$ cat config.mk
export PLATFORM = sky130hd
export DESIGN_NAME = lsu_mem_arbiter_flat
export DESIGN_NICKNAME = d
export VERILOG_FILES = /design/src/rtl/lsu_mem_arbiter_if.sv /design/src/rtl/lsu_mem_arbiter.sv /design/src/flat_wrapper.sv
export SDC_FILE = /design/constraint.sdc
export NUM_CORES = 1
export LEC_CHECK = 0
export ABC_AREA = 1
export CAP_MARGIN = 15
export CORE_MARGIN = 4
export CORE_UTILIZATION = 25
export CTS_CLUSTER_DIAMETER = 60
export DETAILED_ROUTE_END_ITERATION = 8
export PLACE_DENSITY_LB_ADDON = 0.3
export RECOVER_POWER = 25
export SKIP_LAST_GASP = 1
export SYNTH_ARGS = -nofsm -noshare
export SYNTH_HDL_FRONTEND = slang
export SYNTH_SLANG_ARGS = --single-unit
export TNS_END_PERCENT = 1
$ cat constraint.sdc
create_clock -name clk -period 4 [get_ports clk]
set_clock_uncertainty 0.2 [all_clocks]
set_input_delay 0.6 -clock clk [delete_from_list [all_inputs] [get_ports clk]]
set_output_delay 0.6 -clock clk [all_outputs]
set_load 0.03 [all_outputs]
$ cat src/rtl/lsu_mem_arbiter_if.sv
// Bundle of LSU-side and memory-side signals around lsu_mem_arbiter.
// The master modport is the arbiter's view; slave is the LSU/memory environment.
interface lsu_mem_arbiter_if #(
   parameter int NUM_CONSUMERS = 4,
   parameter int NUM_CHANNELS  = 2,
   parameter int ADDR_BITS     = 8,
   parameter int DATA_BITS     = 8
);
   logic [NUM_CONSUMERS-1:0]           consumer_read_valid;
   logic [NUM_CONSUMERS*ADDR_BITS-1:0] consumer_read_address;
   logic [NUM_CONSUMERS-1:0]           consumer_read_ready;
   logic [NUM_CONSUMERS*DATA_BITS-1:0] consumer_read_data;
   logic [NUM_CONSUMERS-1:0]           consumer_write_valid;
   logic [NUM_CONSUMERS*ADDR_BITS-1:0] consumer_write_address;
   logic [NUM_CONSUMERS*DATA_BITS-1:0] consumer_write_data;
   logic [NUM_CONSUMERS-1:0]           consumer_write_ready;
   logic [NUM_CHANNELS-1:0]            mem_read_valid;
   logic [NUM_CHANNELS*ADDR_BITS-1:0]  mem_read_address;
   logic [NUM_CHANNELS-1:0]            mem_read_ready;
   logic [NUM_CHANNELS*DATA_BITS-1:0]  mem_read_data;
   logic [NUM_CHANNELS-1:0]            mem_write_valid;
   logic [NUM_CHANNELS*ADDR_BITS-1:0]  mem_write_address;
   logic [NUM_CHANNELS*DATA_BITS-1:0]  mem_write_data;
   logic [NUM_CHANNELS-1:0]            mem_write_ready;

   modport master (
      input  consumer_read_valid, consumer_read_address,
      output consumer_read_ready, consumer_read_data,
      input  consumer_write_valid, consumer_write_address, consumer_write_data,
      output consumer_write_ready,
      output mem_read_valid, mem_read_address,
      input  mem_read_ready, mem_read_data,
      output mem_write_valid, mem_write_address, mem_write_data,
      input  mem_write_ready
   );

   modport slave (
      output consumer_read_valid, consumer_read_address,
      input  consumer_read_ready, consumer_read_data,
      output consumer_write_valid, consumer_write_address, consumer_write_data,
      input  consumer_write_ready,
      input  mem_read_valid, mem_read_address,
      output mem_read_ready, mem_read_data,
      input  mem_write_valid, mem_write_address, mem_write_data,
      output mem_write_ready
   );
endinterface

$ cat src/rtl/lsu_mem_arbiter.sv
// Round-robin arbiter from per-thread LSU read/write ports onto NUM_CHANNELS memory
// channels; each channel owns at most one consumer and relays its response back.
module lsu_mem_arbiter #(
   parameter int NUM_CONSUMERS = 4,
   parameter int NUM_CHANNELS  = 2,
   parameter int ADDR_BITS     = 8,
   parameter int DATA_BITS     = 8
) (
   input logic               clk,
   input logic               reset,
   lsu_mem_arbiter_if.master bus
);
   localparam int CW = (NUM_CONSUMERS > 1) ? $clog2(NUM_CONSUMERS) : 1;

   typedef enum logic [1:0] {
      IDLE          = 2'd0,
      READ_WAITING  = 2'd1,
      WRITE_WAITING = 2'd2,
      RELAYING      = 2'd3
   } state_e;

   state_e                   state_q [NUM_CHANNELS];
   state_e                   state_d [NUM_CHANNELS];
   logic [CW-1:0]            cons_q  [NUM_CHANNELS];
   logic [CW-1:0]            cons_d  [NUM_CHANNELS];
   logic [NUM_CONSUMERS-1:0] busy_q, busy_d;
   logic [CW-1:0]            rr_ptr_q, rr_ptr_d;

   logic [NUM_CHANNELS-1:0]  mem_read_valid_q, mem_read_valid_d;
   logic [NUM_CHANNELS-1:0]  mem_write_valid_q, mem_write_valid_d;
   logic [ADDR_BITS-1:0]     mem_read_address_q  [NUM_CHANNELS];
   logic [ADDR_BITS-1:0]     mem_read_address_d  [NUM_CHANNELS];
   logic [ADDR_BITS-1:0]     mem_write_address_q [NUM_CHANNELS];
   logic [ADDR_BITS-1:0]     mem_write_address_d [NUM_CHANNELS];
   logic [DATA_BITS-1:0]     mem_write_data_q    [NUM_CHANNELS];
   logic [DATA_BITS-1:0]     mem_write_data_d    [NUM_CHANNELS];
   logic [NUM_CONSUMERS-1:0] consumer_read_ready_q, consumer_read_ready_d;
   logic [NUM_CONSUMERS-1:0] consumer_write_ready_q, consumer_write_ready_d;
   logic [DATA_BITS-1:0]     consumer_read_data_q [NUM_CONSUMERS];
   logic [DATA_BITS-1:0]     consumer_read_data_d [NUM_CONSUMERS];

   logic [ADDR_BITS-1:0]     rd_addr_s [NUM_CONSUMERS];
   logic [ADDR_BITS-1:0]     wr_addr_s [NUM_CONSUMERS];
   logic [DATA_BITS-1:0]     wr_data_s [NUM_CONSUMERS];
   logic [DATA_BITS-1:0]     mem_rdata_s [NUM_CHANNELS];

   // Unpack the flat consumer and memory buses into per-index arrays.
   always_comb begin
      for (int i = 0; i < NUM_CONSUMERS; i++) begin
         rd_addr_s[i] = bus.consumer_read_address[i*ADDR_BITS +: ADDR_BITS];
         wr_addr_s[i] = bus.consumer_write_address[i*ADDR_BITS +: ADDR_BITS];
         wr_data_s[i] = bus.consumer_write_data[i*DATA_BITS +: DATA_BITS];
      end
      for (int c = 0; c < NUM_CHANNELS; c++) begin
         mem_rdata_s[c] = bus.mem_read_data[c*DATA_BITS +: DATA_BITS];
      end
   end

   // Per-channel FSM next state; channels grant in index order so lower channels claim first.
   always_comb begin : arb_comb
      logic [NUM_CONSUMERS-1:0] claimed_s;
      logic [CW:0]              sum_s;
      logic [CW-1:0]            idx_s;
      logic [CW-1:0]            sel_s;
      logic                     found_s;

      state_d                = state_q;
      cons_d                 = cons_q;
      busy_d                 = busy_q;
      rr_ptr_d               = rr_ptr_q;
      mem_read_valid_d       = mem_read_valid_q;
      mem_write_valid_d      = mem_write_valid_q;
      mem_read_address_d     = mem_read_address_q;
      mem_write_address_d    = mem_write_address_q;
      mem_write_data_d       = mem_write_data_q;
      consumer_read_ready_d  = consumer_read_ready_q;
      consumer_write_ready_d = consumer_write_ready_q;
      consumer_read_data_d   = consumer_read_data_q;
      claimed_s              = busy_q;
      sum_s                  = '0;
      idx_s                  = '0;
      sel_s                  = '0;
      found_s                = 1'b0;

      for (int ch = 0; ch < NUM_CHANNELS; ch++) begin
         case (state_q[ch])
            IDLE: begin
               found_s = 1'b0;
               sel_s   = '0;
               for (int k = 0; k < NUM_CONSUMERS; k++) begin
                  sum_s = {1'b0, rr_ptr_q} + (CW+1)'(k);
                  if (sum_s >= (CW+1)'(NUM_CONSUMERS)) begin
                     sum_s = sum_s - (CW+1)'(NUM_CONSUMERS);
                  end else begin
                     sum_s = sum_s;
                  end
                  idx_s = sum_s[CW-1:0];
                  if (!found_s && !claimed_s[idx_s] &&
                      (bus.consumer_read_valid[idx_s] || bus.consumer_write_valid[idx_s])) begin
                     found_s = 1'b1;
                     sel_s   = idx_s;
                  end else begin
                     found_s = found_s;
                  end
               end
               if (found_s) begin
                  claimed_s[sel_s] = 1'b1;
                  busy_d[sel_s]    = 1'b1;
                  cons_d[ch]       = sel_s;
                  if (bus.consumer_read_valid[sel_s]) begin
                     mem_read_valid_d[ch]   = 1'b1;
                     mem_read_address_d[ch] = rd_addr_s[sel_s];
                     state_d[ch]            = READ_WAITING;
                  end else begin
                     mem_write_valid_d[ch]   = 1'b1;
                     mem_write_address_d[ch] = wr_addr_s[sel_s];
                     mem_write_data_d[ch]    = wr_data_s[sel_s];
                     state_d[ch]             = WRITE_WAITING;
                  end
                  // Later channels overwrite this, leaving the highest granting channel's successor.
                  sum_s = {1'b0, sel_s} + {{CW{1'b0}}, 1'b1};
                  if (sum_s >= (CW+1)'(NUM_CONSUMERS)) begin
                     rr_ptr_d = '0;
                  end else begin
                     rr_ptr_d = sum_s[CW-1:0];
                  end
               end else begin
                  state_d[ch] = IDLE;
               end
            end
            READ_WAITING: begin
               if (bus.mem_read_ready[ch]) begin
                  mem_read_valid_d[ch]                  = 1'b0;
                  consumer_read_data_d[cons_q[ch]]      = mem_rdata_s[ch];
                  consumer_read_ready_d[cons_q[ch]]     = 1'b1;
                  state_d[ch]                           = RELAYING;
               end else begin
                  state_d[ch] = READ_WAITING;
               end
            end
            WRITE_WAITING: begin
               if (bus.mem_write_ready[ch]) begin
                  mem_write_valid_d[ch]              = 1'b0;
                  consumer_write_ready_d[cons_q[ch]] = 1'b1;
                  state_d[ch]                        = RELAYING;
               end else begin
                  state_d[ch] = WRITE_WAITING;
               end
            end
            RELAYING: begin
               if (consumer_read_ready_q[cons_q[ch]] && !bus.consumer_read_valid[cons_q[ch]]) begin
                  consumer_read_ready_d[cons_q[ch]] = 1'b0;
                  busy_d[cons_q[ch]]                = 1'b0;
                  state_d[ch]                       = IDLE;
               end else if (consumer_write_ready_q[cons_q[ch]] &&
                            !bus.consumer_write_valid[cons_q[ch]]) begin
                  consumer_write_ready_d[cons_q[ch]] = 1'b0;
                  busy_d[cons_q[ch]]                 = 1'b0;
                  state_d[ch]                        = IDLE;
               end else begin
                  state_d[ch] = RELAYING;
               end
            end
            default: begin
               state_d[ch] = IDLE;
            end
         endcase
      end
   end

   // State and output registers with synchronous reset.
   always_ff @(posedge clk) begin
      if (reset) begin
         for (int ch = 0; ch < NUM_CHANNELS; ch++) begin
            state_q[ch]             <= IDLE;
            cons_q[ch]              <= '0;
            mem_read_address_q[ch]  <= '0;
            mem_write_address_q[ch] <= '0;
            mem_write_data_q[ch]    <= '0;
         end
         for (int i = 0; i < NUM_CONSUMERS; i++) begin
            consumer_read_data_q[i] <= '0;
         end
         busy_q                 <= '0;
         rr_ptr_q               <= '0;
         mem_read_valid_q       <= '0;
         mem_write_valid_q      <= '0;
         consumer_read_ready_q  <= '0;
         consumer_write_ready_q <= '0;
      end else begin
         state_q                <= state_d;
         cons_q                 <= cons_d;
         mem_read_address_q     <= mem_read_address_d;
         mem_write_address_q    <= mem_write_address_d;
         mem_write_data_q       <= mem_write_data_d;
         consumer_read_data_q   <= consumer_read_data_d;
         busy_q                 <= busy_d;
         rr_ptr_q               <= rr_ptr_d;
         mem_read_valid_q       <= mem_read_valid_d;
         mem_write_valid_q      <= mem_write_valid_d;
         consumer_read_ready_q  <= consumer_read_ready_d;
         consumer_write_ready_q <= consumer_write_ready_d;
      end
   end

   assign bus.mem_read_valid       = mem_read_valid_q;
   assign bus.mem_write_valid      = mem_write_valid_q;
   assign bus.consumer_read_ready  = consumer_read_ready_q;
   assign bus.consumer_write_ready = consumer_write_ready_q;

   for (genvar c = 0; c < NUM_CHANNELS; c++) begin : g_ch
      assign bus.mem_read_address[c*ADDR_BITS +: ADDR_BITS]  = mem_read_address_q[c];
      assign bus.mem_write_address[c*ADDR_BITS +: ADDR_BITS] = mem_write_address_q[c];
      assign bus.mem_write_data[c*DATA_BITS +: DATA_BITS]    = mem_write_data_q[c];
   end

   for (genvar i = 0; i < NUM_CONSUMERS; i++) begin : g_cons
      assign bus.consumer_read_data[i*DATA_BITS +: DATA_BITS] = consumer_read_data_q[i];
   end
endmodule

$ cat src/flat_wrapper.sv
// flat-port wrapper written by rule: the top's interface ports become plain ports
module lsu_mem_arbiter_flat 
#(
   parameter int NUM_CONSUMERS = 4,
   parameter int NUM_CHANNELS  = 2,
   parameter int ADDR_BITS     = 8,
   parameter int DATA_BITS     = 8
)
  (clk, reset, bus_consumer_read_valid, bus_consumer_read_address, bus_consumer_read_ready, bus_consumer_read_data, bus_consumer_write_valid, bus_consumer_write_address, bus_consumer_write_data, bus_consumer_write_ready, bus_mem_read_valid, bus_mem_read_address, bus_mem_read_ready, bus_mem_read_data, bus_mem_write_valid, bus_mem_write_address, bus_mem_write_data, bus_mem_write_ready);
  lsu_mem_arbiter_if #(.NUM_CONSUMERS(NUM_CONSUMERS), .NUM_CHANNELS(NUM_CHANNELS), .ADDR_BITS(ADDR_BITS), .DATA_BITS(DATA_BITS)) bus_i ();
  input logic clk;
  input logic reset;
  input wire logic [$bits(bus_i.consumer_read_valid)-1:0] bus_consumer_read_valid;
  input wire logic [$bits(bus_i.consumer_read_address)-1:0] bus_consumer_read_address;
  output wire logic [$bits(bus_i.consumer_read_ready)-1:0] bus_consumer_read_ready;
  output wire logic [$bits(bus_i.consumer_read_data)-1:0] bus_consumer_read_data;
  input wire logic [$bits(bus_i.consumer_write_valid)-1:0] bus_consumer_write_valid;
  input wire logic [$bits(bus_i.consumer_write_address)-1:0] bus_consumer_write_address;
  input wire logic [$bits(bus_i.consumer_write_data)-1:0] bus_consumer_write_data;
  output wire logic [$bits(bus_i.consumer_write_ready)-1:0] bus_consumer_write_ready;
  output wire logic [$bits(bus_i.mem_read_valid)-1:0] bus_mem_read_valid;
  output wire logic [$bits(bus_i.mem_read_address)-1:0] bus_mem_read_address;
  input wire logic [$bits(bus_i.mem_read_ready)-1:0] bus_mem_read_ready;
  input wire logic [$bits(bus_i.mem_read_data)-1:0] bus_mem_read_data;
  output wire logic [$bits(bus_i.mem_write_valid)-1:0] bus_mem_write_valid;
  output wire logic [$bits(bus_i.mem_write_address)-1:0] bus_mem_write_address;
  output wire logic [$bits(bus_i.mem_write_data)-1:0] bus_mem_write_data;
  input wire logic [$bits(bus_i.mem_write_ready)-1:0] bus_mem_write_ready;
  assign bus_i.consumer_read_valid = bus_consumer_read_valid;
  assign bus_i.consumer_read_address = bus_consumer_read_address;
  assign bus_consumer_read_ready = bus_i.consumer_read_ready;
  assign bus_consumer_read_data = bus_i.consumer_read_data;
  assign bus_i.consumer_write_valid = bus_consumer_write_valid;
  assign bus_i.consumer_write_address = bus_consumer_write_address;
  assign bus_i.consumer_write_data = bus_consumer_write_data;
  assign bus_consumer_write_ready = bus_i.consumer_write_ready;
  assign bus_mem_read_valid = bus_i.mem_read_valid;
  assign bus_mem_read_address = bus_i.mem_read_address;
  assign bus_i.mem_read_ready = bus_mem_read_ready;
  assign bus_i.mem_read_data = bus_mem_read_data;
  assign bus_mem_write_valid = bus_i.mem_write_valid;
  assign bus_mem_write_address = bus_i.mem_write_address;
  assign bus_mem_write_data = bus_i.mem_write_data;
  assign bus_i.mem_write_ready = bus_mem_write_ready;
  lsu_mem_arbiter #(.NUM_CONSUMERS(NUM_CONSUMERS), .NUM_CHANNELS(NUM_CHANNELS), .ADDR_BITS(ADDR_BITS), .DATA_BITS(DATA_BITS)) u_core (.clk(clk), .reset(reset), .bus(bus_i));
endmodule
After elaboration in Yosys (flattened, before gate mapping)
Index checks and enable logic that the tools add are counted.
{ "word_totals": {"input_bits": 126, "word_cells": 362, "out_inout_bits": 92, "regBits": 106} }
{ "op_classes": {"bitwise": 20, "addsub": 9, "n_reduce_logical": 66, "order_cmp": 28, "muxes": 201, "eq_ne": 16} }
{ "ops": {"columns": ["cell", "n"], "rows": [
  ["2-to-1 mux 32 bit", 4],
  ["2-to-1 mux 8 bit", 14],
  ["binary-select mux 8 bit (select 2 bit)", 6],
  ["2-to-1 mux 2 bit", 38],
  ["binary-select mux 1 bit (select 2 bit)", 34],
  ["2-to-1 mux 1 bit", 68],
  ["2-to-1 mux 4 bit", 17],
  ["bitwise mux 32 bit", 2],
  ["one-hot mux 4 bit (2 select lines)", 6],
  ["< comparator 2 x 3 -> 1 bit, second input constant", 12],
  ["demux 8 bit (select 2 bit)", 2],
  ["greater-or-equal comparator 3 bit, second input constant", 9],
  ["bitwise AND 4 bit", 6],
  ["logical AND 1 bit", 24],
  ["OR 4 bit", 6],
  ["zero test 1 bit", 18],
  ["one-hot mux 2 bit (4 select lines)", 2],
  ["AND reduction 4 bit", 4],
  ["!= test 2 bit, second input constant", 6],
  ["NOT 2 -> 3 bit", 4],
  ["AND reduction 3 bit", 4],
  ["adder 2 x 1 -> 3 bit, second input constant", 3],
  ["demux 1 bit (select 2 bit)", 4],
  ["equality test 2 bit, second input constant", 4],
  ["other kinds (14)", 43]
]} }

Depth between registers and ports, before layout
Gate-level depths: netlist of the first run.
{ "logic_depth": {"depth_word": 59, "depth_mapped": 36} }

Worst setup path after synthesis of the first run
Ideal clock, no wire load.
{ "synth_timing": {"kind": "in2reg", "start": "in bus_consumer_write_valid[3]", "end": "reg u_core.rr_ptr_q[1]", "arrival_ps": 3819, "required_ps": 3674, "setup_time_ps": 126, "slack_ps": -145, "path_buffers": 4, "path_stages": 31, "cell_sequence": "nor2_1 nand2_1 nand3_1 nand2_1 nand2_2 nand2_1 inv_2 nand3_2 nand2_1 nand2_2 inv_2 clkbuf_1 clkbuf_1 ha_1 nand2_2 nand2_1 clkinv_1 nand2_1 nand2_1 nand2_1 nand2_2 nand2_2 nand2_4 o21ai_1 nand2_1 nand2_2 buf_4 buf_2 ha_1 o21ai_0 a21oi_1"} }
{ "synth_between": {"elab_chain_len": 54} }
{ "synth_rtl": {"columns": ["item", "line_no", "source"], "rows": [
  ["start: declaration", "flat_wrapper.sv:17", "input wire logic [$bits(bus_i.consumer_write_valid)-1:0] bus_consumer_write_valid;"],
  ["binary-select mux 1 bit (select 2 bit)", "lsu_mem_arbiter.sv:99", "(bus.consumer_read_valid[idx_s] || bus.consumer_write_valid[idx_s])) begin"],
  ["2-to-1 mux 1 bit (not written as such)", "lsu_mem_arbiter.sv:99", null],
  ["logical OR 1 bit", "lsu_mem_arbiter.sv:99", null],
  ["logical AND 1 bit", "lsu_mem_arbiter.sv:98", "if (!found_s && !claimed_s[idx_s] &&"],
  ["2-to-1 mux 1 bit", "lsu_mem_arbiter.sv:98", null],
  ["2-to-1 mux 1 bit", "lsu_mem_arbiter.sv:86", "case (state_q[ch])"],
  ["zero test 1 bit", "lsu_mem_arbiter.sv:98", null],
  ["logical AND 1 bit (2 in series)", "lsu_mem_arbiter.sv:98", null],
  ["[36 not listed]", null, null],
  ["logical AND 1 bit (2 in series)", "lsu_mem_arbiter.sv:98", null],
  ["2-to-1 mux 2 bit", "lsu_mem_arbiter.sv:98", null],
  ["2-to-1 mux 2 bit", "lsu_mem_arbiter.sv:86", null],
  ["adder 2 x 1 -> 3 bit", "lsu_mem_arbiter.sv:121", "sum_s = {1'b0, sel_s} + {{CW{1'b0}}, 1'b1};"],
  ["greater-or-equal comparator 3 bit", "lsu_mem_arbiter.sv:122", "if (sum_s >= (CW+1)'(NUM_CONSUMERS)) begin"],
  ["2-to-1 mux 2 bit", "lsu_mem_arbiter.sv:122", null],
  ["2-to-1 mux 2 bit", "lsu_mem_arbiter.sv:106", "if (found_s) begin"],
  ["2-to-1 mux 2 bit (*)", "lsu_mem_arbiter.sv:86", null],
  ["end signal: assignment", "lsu_mem_arbiter.sv:198", "rr_ptr_q <= rr_ptr_d;"],
  ["end: declaration", "lsu_mem_arbiter.sv:27", "logic [CW-1:0] rr_ptr_q, rr_ptr_d;"]
]} }
Mark *: on every way between the ends. The rest lies on a longest branch, timed or not. The select of a mux whose other input is x is not followed.
A chain may end at the register's enable or synchronous reset.

Final worst setup path of the first run
{ "layout_timing": {"start": "reg u_core.rr_ptr_q[0]", "end": "reg u_core.mem_write_data_q, in the netlist u_core.bus.mem_write_data[8]"} }
{ "layout_between": {"elab_chain_len": 56} }
{ "layout_rtl": {"columns": ["item", "line_no", "source"], "rows": [
  ["greater-or-equal comparator 2 x 3 -> 1 bit or subtractor 2 x 1 -> 2 bit (tied branches)", "lsu_mem_arbiter.sv:92, lsu_mem_arbiter.sv:93", null],
  ["2-to-1 mux 2 bit", "lsu_mem_arbiter.sv:92", "if (sum_s >= (CW+1)'(NUM_CONSUMERS)) begin"],
  ["2-to-1 mux 2 bit", "lsu_mem_arbiter.sv:86", null],
  ["binary-select mux 1 bit (select 2 bit), on equally long branches", "lsu_mem_arbiter.sv:98, lsu_mem_arbiter.sv:99", null],
  ["2-to-1 mux 1 bit, on equally long branches", "lsu_mem_arbiter.sv:98, lsu_mem_arbiter.sv:99", null],
  ["zero test 1 bit or logical OR 1 bit (tied branches)", "lsu_mem_arbiter.sv:98, lsu_mem_arbiter.sv:99", null],
  ["logical AND 1 bit", "lsu_mem_arbiter.sv:98", null],
  ["2-to-1 mux 1 bit", "lsu_mem_arbiter.sv:98", null],
  ["[39 not listed]", null, null],
  ["zero test 1 bit", "lsu_mem_arbiter.sv:98", null],
  ["logical AND 1 bit (2 in series)", "lsu_mem_arbiter.sv:98", null],
  ["2-to-1 mux 2 bit", "lsu_mem_arbiter.sv:98", null],
  ["2-to-1 mux 2 bit", "lsu_mem_arbiter.sv:86", null],
  ["binary-select mux 1 bit (select 2 bit) or NOT 2 -> 3 bit (tied branches)", "lsu_mem_arbiter.sv:110, lsu_mem_arbiter.sv:117", null],
  ["2-to-1 mux 1 bit (not written as such) or binary-select mux 8 bit (select 2 bit) (tied branches)", "lsu_mem_arbiter.sv:110, lsu_mem_arbiter.sv:117", null],
  ["NOT 1 bit (no source line) or 2-to-1 mux 8 bit (tied branches)", null, null],
  ["AND reduction 3 bit (no source line) or 2-to-1 mux 8 bit (tied branches)", null, null],
  ["end signal: assignment", "lsu_mem_arbiter.sv:195", "mem_write_data_q <= mem_write_data_d;"],
  ["end: declaration", "lsu_mem_arbiter.sv:35", "logic [DATA_BITS-1:0] mem_write_data_q [NUM_CHANNELS];"]
]} }
Parallel ways exist; a longest one is shown, timed or not. The select of a mux whose other input is x is not followed.

==> metrics.csv, run 1 <==
stage,metric,value,unit
critical_path,critical path data arrival time,3.94,ns
clock_tree,cts hold-fix bufs,0,
clock_tree,total CTS buffers,9,
synthesis,post-synthesis cell count,1147,
clock_tree,clk sink count,106,
run_status,run status,completed,
clock_tree,Max Root-Sink Buffers,2,
sta,Final Setup Violations,0,
critical_path,Worst setup EP type,flop,
clock_tree,"CTS clk-pin slew, worst paths",0.07,ns
critical_path,Reg2Reg Launch Point,u_core.rr_ptr_q[0],
floorplan,Die H,178,um
sta,final worst-path cycle share,96.4,%
clock_tree,root buf cell,clkbuf_16,
synthesis,asr flop ratio synth,0,%
grt,Total GRT Usage,18.0,%
sta,"Hold Violations, Final",0,
floorplan,IO Count,218,
floorplan,Initial Utilization,25.3,%
min_path,Worst Hold Path EP,u_core.bus.mem_write_data[3],
synthesis,prevailing post-synth register cell,dfxtp_1,
critical_path,CP Launch Type,flop,
placed_design,Post-DP HPWL,22.6,mm
job,Maximum Capacitance Violations,0,
critical_path,R2R Setup Slk,0.14,ns
critical_path,Crit path largest cell delay,0.39,ns
finish,Fill cells,2993,
drt,Avg WL per Cell,16.7,um
critical_path,Worst Path Buf+Inv,6,
drt,Routed WL,30.1,mm
grt,initial antenna violation count,3,
synthesis,"Seq/Total Area, Yosys",29.2,%
placed_design,placed cell area,10300,sq um
sta,Tightest Pin Transition,1.04,ns
critical_path,crit path max fanout,8,
critical_path,Crit path required time,4.08,ns
clock_tree,clk_lat worst skew,0.35,ns
sta,Final Max Tran Viols,0,
critical_path,Reg2Reg Depth,29,
grt,vias in the first global route,8294,
critical_path,most common cell type on the critical path,nand2_2,
clock_tree,CTS H-Tree Depth,3,
finish,post-route design area,11000,sq um
floorplan,DIE AREA,31900,sq um
synthesis,syn avg cell area,6.34,sq um
drt,DRT iter0 DRCs,576,
finish,"commonest non-fill, non-tap cell in the layout",nor2_1,
finish,share of cells above drive strength 1,14.1,%
placed_design,routability congestion estimate,0.918,
clock_tree,TritonCTS clock tree,yes,
finish,# nets final,1552,
min_path,Min-Delay Startpoint,u_core.bus.mem_write_data[3],
drt,Post-DRT Antenna Nets,0,
sta,Final min period,3.86,ns
drt,Residual DRC,0,
synthesis,Synthesized Nets,1287,
placed_design,# port buffers,217,
synthesis,"Warnings, synthesis",0,
finish,synthesis-to-finish area growth,50.9,%
critical_path,Crit Path Class,flop to flop,
grt,first-pass GRT wire length,45.7,mm
min_path,HP Class,flop to flop,
synthesis,"EDFF count, synth",0,
critical_path,Slowest cell on crit path,dfxtp_4,
grt,largest net degree at the start of global routing,55,
critical_path,reg2reg end,u_core.bus.mem_write_data[8],
min_path,hold path cells,2,
synthesis,synthesized area,7270,sq um
floorplan,Die Span X,178,um
critical_path,cell family with most CP delay,simple AND/OR/NAND/NOR gates,
sta,relative slew slack,30.6,%
synthesis,Netlist cell types,41,
floorplan,# rows,62,
drt,via count,8913,
grt,GRT overflow,0,
floorplan,core area,28700,sq um
drt,vias per cell,4.94,
finish,most frequent cells in the layout,"190 x nor2_1, 168 x o21ai_0, 159 x clkdlybuf4s50_1",
synthesis,number of synthesized register bits,106,
drt,DR pass1 iterations,6,
sta,Fin Setup TNS,0,ns
sta,fmax,259,MHz
==> through the flow <==
| step | utilization [%] | cells | setup WS (ns) | hold slack [ns] |
|---|---|---|---|---|
| 2_1_floorplan | - | 1147 | 0.0169 | 0.323 |
| 3_3_place_gp | 35.9 | 1768 | -0.279 | 0.247 |
| 3_5_place_dp | 35.9 | 1768 | -0.391 | 0.253 |
| 4_1_cts | 37.1 | 1786 | -0.0182 | 0.261 |
| 5_1_grt | 38.2 | 1803 | -0.0730 | 0.278 |
| 6_report | 38.2 | 1804 | 0.144 | 0.261 |
==> worst min-delay path, cell delays in order (launching register included) <==
cell and delay [ns]:
dfxtp_1 0.31, nand2_1 0.06, a21oi_1 0.05
==> layout make-up <==
type                    count  area (sq um)  area share (%)
multi-input cells         849          4490            40.9
repair buffers            310          3020            27.6
flip-flops and latches    106          2130            19.4
inverters                 136           520            4.75
well taps                 384           480            4.38
clock buffers               9           225            2.05
clock inverters             6          87.6           0.799
diodes                      4          10.0          0.0913
==> layer usage <==
layer	track usage (%)	share of wire, %
met5	0	0
met4	6.11	2.5
met3	2.73	6.7
met2	28.8	46
met1	24.8	45
==> Yosys cell counts, types with 7 or more instances <==
cell type / instances / area share [%]
a21oi_1: 90 / 6.2
buf_2: 10 / 0.69
clkbuf_1: 37 / 1.9
dfxtp_1: 106 / 29
ha_1: 14 / 2.4
inv_1: 122 / 6.3
inv_2: 11 / 0.57
nand2_1: 136 / 7.0
nand2_2: 13 / 1.1
nand3_1: 66 / 4.5
nand3_2: 7 / 0.96
nor2_1: 196 / 10
nor3_1: 10 / 0.69
nor3_2: 10 / 1.4
o211ai_1: 29 / 3.0
o21ai_0: 169 / 12
o21ai_1: 22 / 1.5
o22ai_1: 39 / 3.4
==> timing repair <==
item | 4_1_cts | 5_1_grt
endpoints found under the hold margin | 0 | 0
pin swaps | 1 | 20
gates cloned | 0 | 2
buffers inserted | 3 | 12
endpoints found under the setup margin | 9 | 35
gates resized for setup | 0 | 53
==> cell families after synthesis <==
kind of cell             count (synthesis)  share of synthesized area (%)
AO/OA/AOI/OAI                          379                           29.3
adder cells (fa/ha/maj)                 14                           2.41
buffers and inverters                  192                           10.7
flip-flops                             106                           29.2
AND/OR/NAND/NOR                        456                           28.3
==> state kept, by name, indices dropped and copies added, names as in the netlist <==
name                             cells
u_core.bus.consumer_write_ready      4
u_core.bus.mem_write_valid           2
u_core.rr_ptr_q                      2
u_core.bus.mem_read_valid            2
u_core.bus.consumer_read_data       32
u_core.state_q                       4
u_core.busy_q                        4
u_core.cons_q                        4
u_core.bus.consumer_read_ready       4
u_core.bus.mem_write_data           16
u_core.bus.mem_write_address        16
u_core.bus.mem_read_address         16
==> worst max-delay path by stage <==
stage | startpoint | endpoint | slack, ns | cells after the start
after CTS | bus_consumer_read_valid[2] | u_core.bus.mem_write_address[10] | -0.02 | 29
after floorplan | bus_consumer_write_valid[3] | u_core.rr_ptr_q[1] | 0.02 | 31
after detailed placement | bus_consumer_read_valid[2] | u_core.bus.mem_read_address[9] | -0.39 | 31
final | u_core.rr_ptr_q[0] | u_core.bus.mem_write_data[8] | 0.14 | 29
after global placement | bus_consumer_read_valid[2] | u_core.bus.mem_read_address[12] | -0.28 | 31
after global routing | u_core.rr_ptr_q[0] | u_core.bus.mem_write_data[12] | -0.07 | 31
Power of run 1 is not shown: default switching activity piles up to over one toggle a cycle in this logic, so the estimate is an artifact.
==> run 2, diff against run 1 <==
Settings changed: CAP_MARGIN 15 to default.
==> results of run 2 <==
The final DEF is identical to that of run 1; final timing and power are the same.
Power of run 2 is left out for the same reason.
